### src/rtl/siso_lane_reader_if.sv
// Handshake-free bus between the SISO lane outputs / Johnson8 decoder and the lane reader.
interface siso_lane_reader_if #(
   parameter int unsigned ERR_W = 8
);
   logic [7:0]       phase;
   logic [3:0]       lane;
   logic             check_en;
   logic             ref_bit;
   logic             clr_err;
   logic             d_out;
   logic             d_stb;
   logic             locked;
   logic             phase_err;
   logic [ERR_W-1:0] err_cnt;

   modport master (
      output phase, lane, check_en, ref_bit, clr_err,
      input  d_out, d_stb, locked, phase_err, err_cnt
   );

   modport slave (
      input  phase, lane, check_en, ref_bit, clr_err,
      output d_out, d_stb, locked, phase_err, err_cnt
   );
endinterface

### src/rtl/siso_lane_reader.sv
// Read side of the 4-lane latch SISO: tracks the Johnson8 phase, deserialises the lanes
// into one bit stream (lane0..3 per frame) and counts mismatches against a reference bit.
module siso_lane_reader #(
   parameter int unsigned SAMPLE_OFS  = 1,
   parameter int unsigned LOCK_FRAMES = 2,
   parameter int unsigned ERR_W       = 8
) (
   input  logic              clk_i,
   input  logic              rst_i,
   siso_lane_reader_if.slave bus
);

   localparam int unsigned NUM_LANES = 4;
   localparam int unsigned PH_W      = 8;

   localparam logic [1:0] ST_UNLOCKED = 2'd0;
   localparam logic [1:0] ST_ACQUIRE  = 2'd1;
   localparam logic [1:0] ST_LOCKED   = 2'd2;

   localparam logic [3:0]       LAST_FRAME = 4'(LOCK_FRAMES - 1);
   localparam logic [ERR_W-1:0] ERR_MAX    = '1;
   localparam logic [ERR_W-1:0] ERR_ONE    = ERR_W'(1);

   logic [1:0]           state_q, state_d;
   logic [3:0]           frame_cnt_q, frame_cnt_d;
   logic [PH_W-1:0]      phase_q;
   logic                 d_out_q, d_out_d;
   logic                 d_stb_q, d_stb_d;
   logic                 phase_err_q, phase_err_d;
   logic [ERR_W-1:0]     err_cnt_q, err_cnt_d;

   logic [PH_W-1:0]      phase_next;
   logic                 phase_onehot;
   logic                 phase_ok;
   logic [NUM_LANES-1:0] lane_sel;
   logic                 sample_en;
   logic                 sample_bit;
   logic                 mismatch;

   // Sequence continuity is only enforced once tracking has started.
   assign phase_next   = {phase_q[PH_W-2:0], phase_q[PH_W-1]};
   assign phase_onehot = $onehot(bus.phase);
   assign phase_ok     = phase_onehot &&
                         ((state_q == ST_UNLOCKED) || (bus.phase == phase_next));

   for (genvar k = 0; k < NUM_LANES; k++) begin : g_lane
      localparam int unsigned SEL = (2 * k + SAMPLE_OFS) % PH_W;
      assign lane_sel[k] = bus.phase[SEL];
   end

   assign sample_en  = (state_q == ST_LOCKED) && phase_ok && (|lane_sel);
   assign sample_bit = |(lane_sel & bus.lane);

   always_comb begin
      state_d     = state_q;
      frame_cnt_d = frame_cnt_q;
      phase_err_d = 1'b0;
      case (state_q)
         ST_UNLOCKED: begin
            if (bus.phase == 8'h01) begin
               state_d     = ST_ACQUIRE;
               frame_cnt_d = 4'd0;
            end
         end
         ST_ACQUIRE: begin
            if (!phase_ok) begin
               state_d     = ST_UNLOCKED;
               phase_err_d = 1'b1;
            end else if (bus.phase[PH_W-1]) begin
               frame_cnt_d = frame_cnt_q + 4'd1;
               if (frame_cnt_q == LAST_FRAME) begin
                  state_d = ST_LOCKED;
               end
            end
         end
         ST_LOCKED: begin
            if (!phase_ok) begin
               state_d     = ST_UNLOCKED;
               phase_err_d = 1'b1;
            end
         end
         default: begin
            state_d = ST_UNLOCKED;
         end
      endcase
   end

   always_comb begin
      d_stb_d = sample_en;
      d_out_d = d_out_q;
      if (sample_en) begin
         d_out_d = sample_bit;
      end
   end

   // The checker looks at the strobe currently on the outputs, so REF_BIT is aligned to D_STB.
   assign mismatch = d_stb_q && bus.check_en && (d_out_q != bus.ref_bit);

   always_comb begin
      err_cnt_d = err_cnt_q;
      if (bus.clr_err) begin
         err_cnt_d = '0;
      end else if (mismatch && (err_cnt_q != ERR_MAX)) begin
         err_cnt_d = err_cnt_q + ERR_ONE;
      end
   end

   always_ff @(posedge clk_i) begin
      if (rst_i) begin
         state_q     <= ST_UNLOCKED;
         frame_cnt_q <= 4'd0;
         phase_q     <= '0;
         d_out_q     <= 1'b0;
         d_stb_q     <= 1'b0;
         phase_err_q <= 1'b0;
         err_cnt_q   <= '0;
      end else begin
         state_q     <= state_d;
         frame_cnt_q <= frame_cnt_d;
         phase_q     <= bus.phase;
         d_out_q     <= d_out_d;
         d_stb_q     <= d_stb_d;
         phase_err_q <= phase_err_d;
         err_cnt_q   <= err_cnt_d;
      end
   end

   assign bus.d_out     = d_out_q;
   assign bus.d_stb     = d_stb_q;
   assign bus.locked    = (state_q == ST_LOCKED);
   assign bus.phase_err = phase_err_q;
   assign bus.err_cnt   = err_cnt_q;

endmodule

### src/flat_wrapper.sv
// flat-port wrapper written by rule: the top's interface ports become plain ports
module siso_lane_reader_flat 
#(
   parameter int unsigned SAMPLE_OFS  = 1,
   parameter int unsigned LOCK_FRAMES = 2,
   parameter int unsigned ERR_W       = 8
)
  (clk_i, rst_i, bus_phase, bus_lane, bus_check_en, bus_ref_bit, bus_clr_err, bus_d_out, bus_d_stb, bus_locked, bus_phase_err, bus_err_cnt);
  siso_lane_reader_if #(.ERR_W(ERR_W)) bus_i ();
  input  logic clk_i;
  input  logic rst_i;
  input wire logic [$bits(bus_i.phase)-1:0] bus_phase;
  input wire logic [$bits(bus_i.lane)-1:0] bus_lane;
  input wire logic [$bits(bus_i.check_en)-1:0] bus_check_en;
  input wire logic [$bits(bus_i.ref_bit)-1:0] bus_ref_bit;
  input wire logic [$bits(bus_i.clr_err)-1:0] bus_clr_err;
  output wire logic [$bits(bus_i.d_out)-1:0] bus_d_out;
  output wire logic [$bits(bus_i.d_stb)-1:0] bus_d_stb;
  output wire logic [$bits(bus_i.locked)-1:0] bus_locked;
  output wire logic [$bits(bus_i.phase_err)-1:0] bus_phase_err;
  output wire logic [$bits(bus_i.err_cnt)-1:0] bus_err_cnt;
  assign bus_i.phase = bus_phase;
  assign bus_i.lane = bus_lane;
  assign bus_i.check_en = bus_check_en;
  assign bus_i.ref_bit = bus_ref_bit;
  assign bus_i.clr_err = bus_clr_err;
  assign bus_d_out = bus_i.d_out;
  assign bus_d_stb = bus_i.d_stb;
  assign bus_locked = bus_i.locked;
  assign bus_phase_err = bus_i.phase_err;
  assign bus_err_cnt = bus_i.err_cnt;
  siso_lane_reader #(.SAMPLE_OFS(SAMPLE_OFS), .LOCK_FRAMES(LOCK_FRAMES), .ERR_W(ERR_W)) u_core (.clk_i(clk_i), .rst_i(rst_i), .bus(bus_i));
endmodule
### config.mk
export PLATFORM = sky130hd
export DESIGN_NAME = siso_lane_reader_flat
export DESIGN_NICKNAME = d
export VERILOG_FILES = /design/src/rtl/siso_lane_reader_if.sv /design/src/rtl/siso_lane_reader.sv /design/src/flat_wrapper.sv
export SDC_FILE = /design/constraint.sdc
export NUM_CORES = 1
export LEC_CHECK = 0
export ABC_CLOCK_PERIOD_IN_PS = 4200
export BUFFER_PORTS_ARGS = -buffer_cell sky130_fd_sc_hd__buf_2
export CORE_AREA = 2 2 64 90
export CTS_BUF_LIST = sky130_fd_sc_hd__clkbuf_8
export DETAILED_ROUTE_END_ITERATION = 10
export DIE_AREA = 0 0 66 92
export PLACE_DENSITY_LB_ADDON = 0.1
export SYNTH_ARGS = -nofsm -noshare
export SYNTH_HDL_FRONTEND = slang
export SYNTH_SLANG_ARGS = --single-unit
### constraint.sdc
create_clock -name clk_i -period 4.2 [get_ports clk_i]
set_clock_uncertainty 0.1 [all_clocks]
set_input_delay 0.21 -clock clk_i [delete_from_list [all_inputs] [get_ports clk_i]]
set_output_delay 0.21 -clock clk_i [all_outputs]
set_load 0.01 [all_outputs]
# Word-level counts from Yosys, hierarchy flattened
# Cells that the tools add are included.
dict set report op_classes {
  n_eq_ne 14
  mul 0
  reduce_logical 16
  n_shift 0
  muxes 11
  div 0
  magnitude_cmp 0
  n_bitwise 2
  addsub 9
}
# cell n
set ops {}
lappend ops {{$add A4 B4 Y4} 3}
lappend ops {{$mux W4} 3}
lappend ops {{$mux W2} 5}
lappend ops {{$add A1 B1 Y2} 4}
lappend ops {{$add A8 B1 Y8 const B} 1}
lappend ops {{$eq A4 B1 Y1 const B} 2}
lappend ops {{$eq A8 B1 Y1 const B} 1}
lappend ops {{$eq A8 B8 Y1} 1}
lappend ops {{$ne A8 B8 Y1 const B} 1}
lappend ops {{$pmux W4 S2} 1}
lappend ops {{$reduce_and A4 Y1} 2}
lappend ops {{$reduce_or A4 Y1} 2}
lappend ops {{$logic_and A1 B1 Y1} 6}
lappend ops {{$ne A2 B2 Y1 const B} 3}
lappend ops {{$ne A3 B3 Y1 const B} 2}
lappend ops {{$pmux W2 S3} 1}
lappend ops {{$reduce_or A2 Y1} 3}
lappend ops {{$add A4 B1 Y4 const B} 1}
lappend ops {{$and A4 B4 Y4} 1}
lappend ops {{$eq A2 B1 Y1 const B} 1}
lappend ops {{$eq A2 B2 Y1 const B} 1}
lappend ops {{$logic_not A2 Y1} 1}
lappend ops {{$ne A2 B1 Y1 const B} 1}
lappend ops {{$reduce_bool A2 Y1} 1}
lappend ops {{other kinds (4)} 4}
dict set report totals {
  wordCells 59
  ramBits 0
  output_inout_bits 12
  regBits 25
  inputBits 17
  romBits 0
  mem_count 0
  latchBits 0
}

# Depth between registers and ports, before layout
dict set report depth {
  depth_word 7
  mapped_depth 14
  depth_no_buf 13
}

# Worst setup path before layout
# OpenSTA, ideal clock, no wires.
dict set report synth_timing {
  path_type {input port to flip-flop}
  start {input port bus_phase[7]}
  end {register u_core.frame_cnt_q[3]}
  required_time_ns 3.983
  path_stages 14
  n_path_buf 1
  setup_ns 0.117
  path_slack_ns 0.464
  t_arrival_ns 3.519
  cell_sequence {clkbuf_2 -> inv_1 -> ha_1 -> inv_1 -> fa_1 -> fa_1 -> inv_1 -> ha_1 -> fa_1 -> nor4b_4 -> nand4b_4 -> o32ai_4 -> nand2_1 -> a32o_1}
}
dict set report synth_between {
  elab_chain_len 7
  elab_cells_between_ends 12
  cone_classes {3 x add/sub; 6 x eq/ne; 3 x reduce/logical}
}
# element line_no
set synth_rtl {}
lappend synth_rtl {{from (decl)} flat_wrapper.sv:12} ;# input wire logic [$bits(bus_i.phase)-1:0] bus_phase;
lappend synth_rtl {{$add A1 B1 Y2 (not written as such)} siso_lane_reader.sv:42} ;# assign phase_onehot = $onehot(bus.phase);
lappend synth_rtl {{$add A4 B4 Y4 (not written as such) (2 in a row)} siso_lane_reader.sv:42}
lappend synth_rtl {{$eq A4 B1 Y1} siso_lane_reader.sv:42}
lappend synth_rtl {{$logic_and A1 B1 Y1} siso_lane_reader.sv:43} ;# assign phase_ok = phase_onehot &&
lappend synth_rtl {{$ne A2 B1 Y1 (no line)} n/a}
lappend synth_rtl {{$reduce_and A4 Y1 (no line) (*)} n/a}
lappend synth_rtl {{to (signal assigned)} siso_lane_reader.sv:119} ;# frame_cnt_q <= frame_cnt_d;
lappend synth_rtl {{to (decl)} siso_lane_reader.sv:25} ;# logic [3:0] frame_cnt_q, frame_cnt_d;
# Every way passes the cells marked *; elsewhere a longest branch is shown, timed or not.
# A chain may end at the register's enable or synchronous reset.

# Worst setup path after layout
dict set report layout_timing {
  start {input port bus_phase[7]}
  end {register u_core.frame_cnt_q[2]}
}
# The elaborated chain is that of the path after synthesis.

==> impl_metrics.yaml <==
run_status:
  status: "completed"
logic_synthesis:
  syn_area_um2: 1520
  synthFlopType: "dfxtp_1"
  ys_warn_count: 0
  synth-edff-count: 0
  syn_area_per_cell_um2: 9.28
  synth_fp_nets: 201
  ys_seq_area_frac: 0.329
  yosysUniqueCellTypes: 41
  async_flop_share: 0
  syn_inst: 164
  synth_seq_cells: 25
worst_setup_path:
  reg2reg_setup_slack_ps: 2380
  critPathMaxFanout: 8
  r2r_end: "u_core.frame_cnt_q[2]"
  rr_startpoint: "u_core.state_q[1]"
  path_depth: 14
  cp.arrival_ps: 3560
  critPathTopFamily: "adder cells"
  crit_end: "u_core.frame_cnt_q[2]"
  worst_r2r_path_depth: 6
  cpPeakStageDelay_ps: 510
  crit_path_start_kind: "primary input"
  critPathLaunch: "bus_phase[7]"
  required_ps: 4250
  path_buf_inv: 4
  cp_cell_sequence: "buf_2, inv_1, ha_1, inv_1, fa_1, fa_1, inv_1, ha_1, fa_1, nor4b_4, nand4b_4, o32a_2, o21ai_0, a21oi_1"
  criticalPathCategory: "in -> reg"
  cp-end-kind: "flop"
  crit_slowest_cell: "fa_1"
floorplanning:
  io_pins: 29
  dieArea_um2: 6070
  die_h_um: 92
  die_w_um: 66
  fp.coreArea_um2: 5370
  start_util: 0.284
  rows: 32
drt:
  vias: 1179
  wl_per_cell_um: 12.1
  viasPerCell: 4.53
  firstDrtPassIters: 4
  wl_um: 3140
  drt_iter0_markers: 20
  drcViolationCount: 0
  ant_nets: 0
clock_tree:
  cts_tree: "done"
  worstSkewPairLatency_ps: 270
  clk_path_buf_depth: 2
  ctsResizeCount: 0
  path_clk_slew_ps: 90
  cts_made_buffers: 3
  hold_buffers: 0
  post_cts_buffers: 0
  clock-sinks: 25
  root_buffer: "clkbuf_8"
  htreeDepth: 1
job:
  drv_cap: 0
timing:
  finalMaxSlewViolations: 0
  worst_slew_pin_slew_ps: 443
  period_minus_slack_ps: 3510
  finalHoldViolations: 0
  fmax_ghz: 0.285
  period_share: 0.836
  setup_viol: 0
  slew_headroom: 0.704
  setup_tns_ps: 0
  rsz0062_at_grt: "false"
layout:
  nNetsFinal: 230
  drive_gt1_frac: 0.198
  final_util: 0.332
  fillCellCount: 586
  final_cell_count_no_fill: 260
  area_growth_syn_to_layout_pct: 16.8
  n_antenna_cell: 0
place:
  gp_congestion: 0.805
  dp.cells: 256
  dp_hpwl_um: 2550
  portBuffers: 28
power_and_ir_drop:
  internal-power_mw: 0.364
  clkPwrFrac: 0.278
  power_density_nw_per_um2: 288
  sequentialPowerShare: 0.482
  power_leakage_nw: 0.760
  sw_frac_of_total: 0.290
  peakVddDrop_v: 0.000138
  power_frac_comb: 0.239
  power_switching_mw: 0.149
global_route:
  grt_max_degree: 19
  grt_pass1_wl_um: 5560
  antenna_found_initial: 0
  grt_pass1_vias: 1235
  grt_util_all_layers: 0.118
  grt-ovfl-total: 0
worst_hold_path:
  hold_class: "in -> reg"
[registers in the layout, summed over array words and instances (netlist names)]
signal                flops
u_core.bus.err_cnt        8
u_core.phase_q            8
u_core.frame_cnt_q        4
u_core.state_q            2
u_core.bus.d_out          1
u_core.bus.d_stb          1
u_core.bus.phase_err      1
[Yosys cell counts, types with 2 or more instances]
cell	count	area, um^2
o21bai_1	2	15.0
clkbuf_1	2	7.51
nor2_1	17	63.8
nand2_1	9	33.8
ha_1	16	200
nand4b_1	2	17.5
nand4_1	4	25.0
inv_1	21	78.8
nor2b_1	2	12.5
fa_1	4	80.1
xor2_1	2	17.5
a21oi_1	6	30.0
a31oi_1	2	12.5
dfxtp_1	25	500
o21ai_0	2	10.0
clkbuf_2	2	10.0
nor3_1	4	20.0
nand3b_1	2	15.0
nor3b_1	2	15.0
nand3_1	5	25.0
xnor2_1	13	114
[stage by stage]
step / area [um^2] / total power, mW / hold slack, ps / setup WS [ps]
final: 1780 / 0.512 / 110 / 691
after global routing: 1780 / 0.552 / 105 / 440
after CTS: 1780 / 0.523 / 108 / 670
after detailed placement: 1730 / 0.378 / 398 / 389
after global placement: 1730 / 0.379 / 394 / 423
after floorplan: 1520 / 0.340 / 238 / 464
[worst reg2reg max path: cells and delay by family (launching register included)]
family,cells,cell delay [ps]
buffers and inverters,1,80
DFF,1,350
and+or+nand+nor,1,160
adders and majority gates,1,380
AOI/OAI and AO/OA,3,630
[placed cells by master, fill, tap and decap left out, types with 3 or more instances in the layout]
master	count
a21oi_1	6
nor3_1	4
inv_1	22
nor2_1	17
xnor2_1	13
nand4_1	4
dfxtp_1	25
buf_2	28
ha_1	16
fa_1	4
nand2_1	9
clkbuf_8	3
nand3_1	5
[kinds of logic (layout without fill, tap and decap cells)]
family,after synthesis,in the layout,share of synthesized area
muxes,1,1,0.00657
and+or+nand+nor,55,55,0.209
buffers and inverters,26,54,0.0657
adders and majority gates,20,20,0.184
AOI/OAI and AO/OA,22,22,0.120
xor gates and xnor gates,15,15,0.0863
DFF,25,25,0.329
[power groups by stage]
stage	logic (mW)	clock network, mW	registers (mW)
finish	0.123	0.143	0.247
CTS	0.126	0.149	0.247
global route	0.141	0.162	0.248
floorplan	0.0876	0	0.252
global placement	0.126	0	0.253
detailed placement	0.125	0	0.253
[per-layer routing]
metal | GRT usage | vias up | part of all wire
met2 | 0.221 | 18 | 0.54
met3 | 0.0147 | 4 | 0.032
li1 | - | 610 | -
met5 | 0 | - | 0
met1 | 0.131 | 547 | 0.41
met4 | 0.0459 | 0 | 0.015
[layout make-up]
class	instances	area [um^2]	area share
clock inverter	1	3.75	0.00211
timing repair buffer	29	148	0.0830
tap	68	85.1	0.0478
multi-input combinational	113	922	0.518
clock buffer	3	41.3	0.0232
inverter	21	78.8	0.0443
sequential	25	500	0.281
[worst min-delay path by stage]
stage / endpoint / cells after the start / slack (ps) / start
global placement: u_core.frame_cnt_q[2] / 2 / 390 / u_core.frame_cnt_q[2]
CTS: u_core.phase_q[6] / 3 / 110 / bus_phase[6]
detailed placement: u_core.frame_cnt_q[2] / 2 / 400 / u_core.frame_cnt_q[2]
global route: u_core.phase_q[6] / 3 / 100 / bus_phase[6]
finish: u_core.phase_q[6] / 3 / 110 / bus_phase[6]
floorplan: u_core.phase_q[0] / 1 / 240 / bus_phase[0]
No activity file was read; power rests on OpenSTA's default activity.
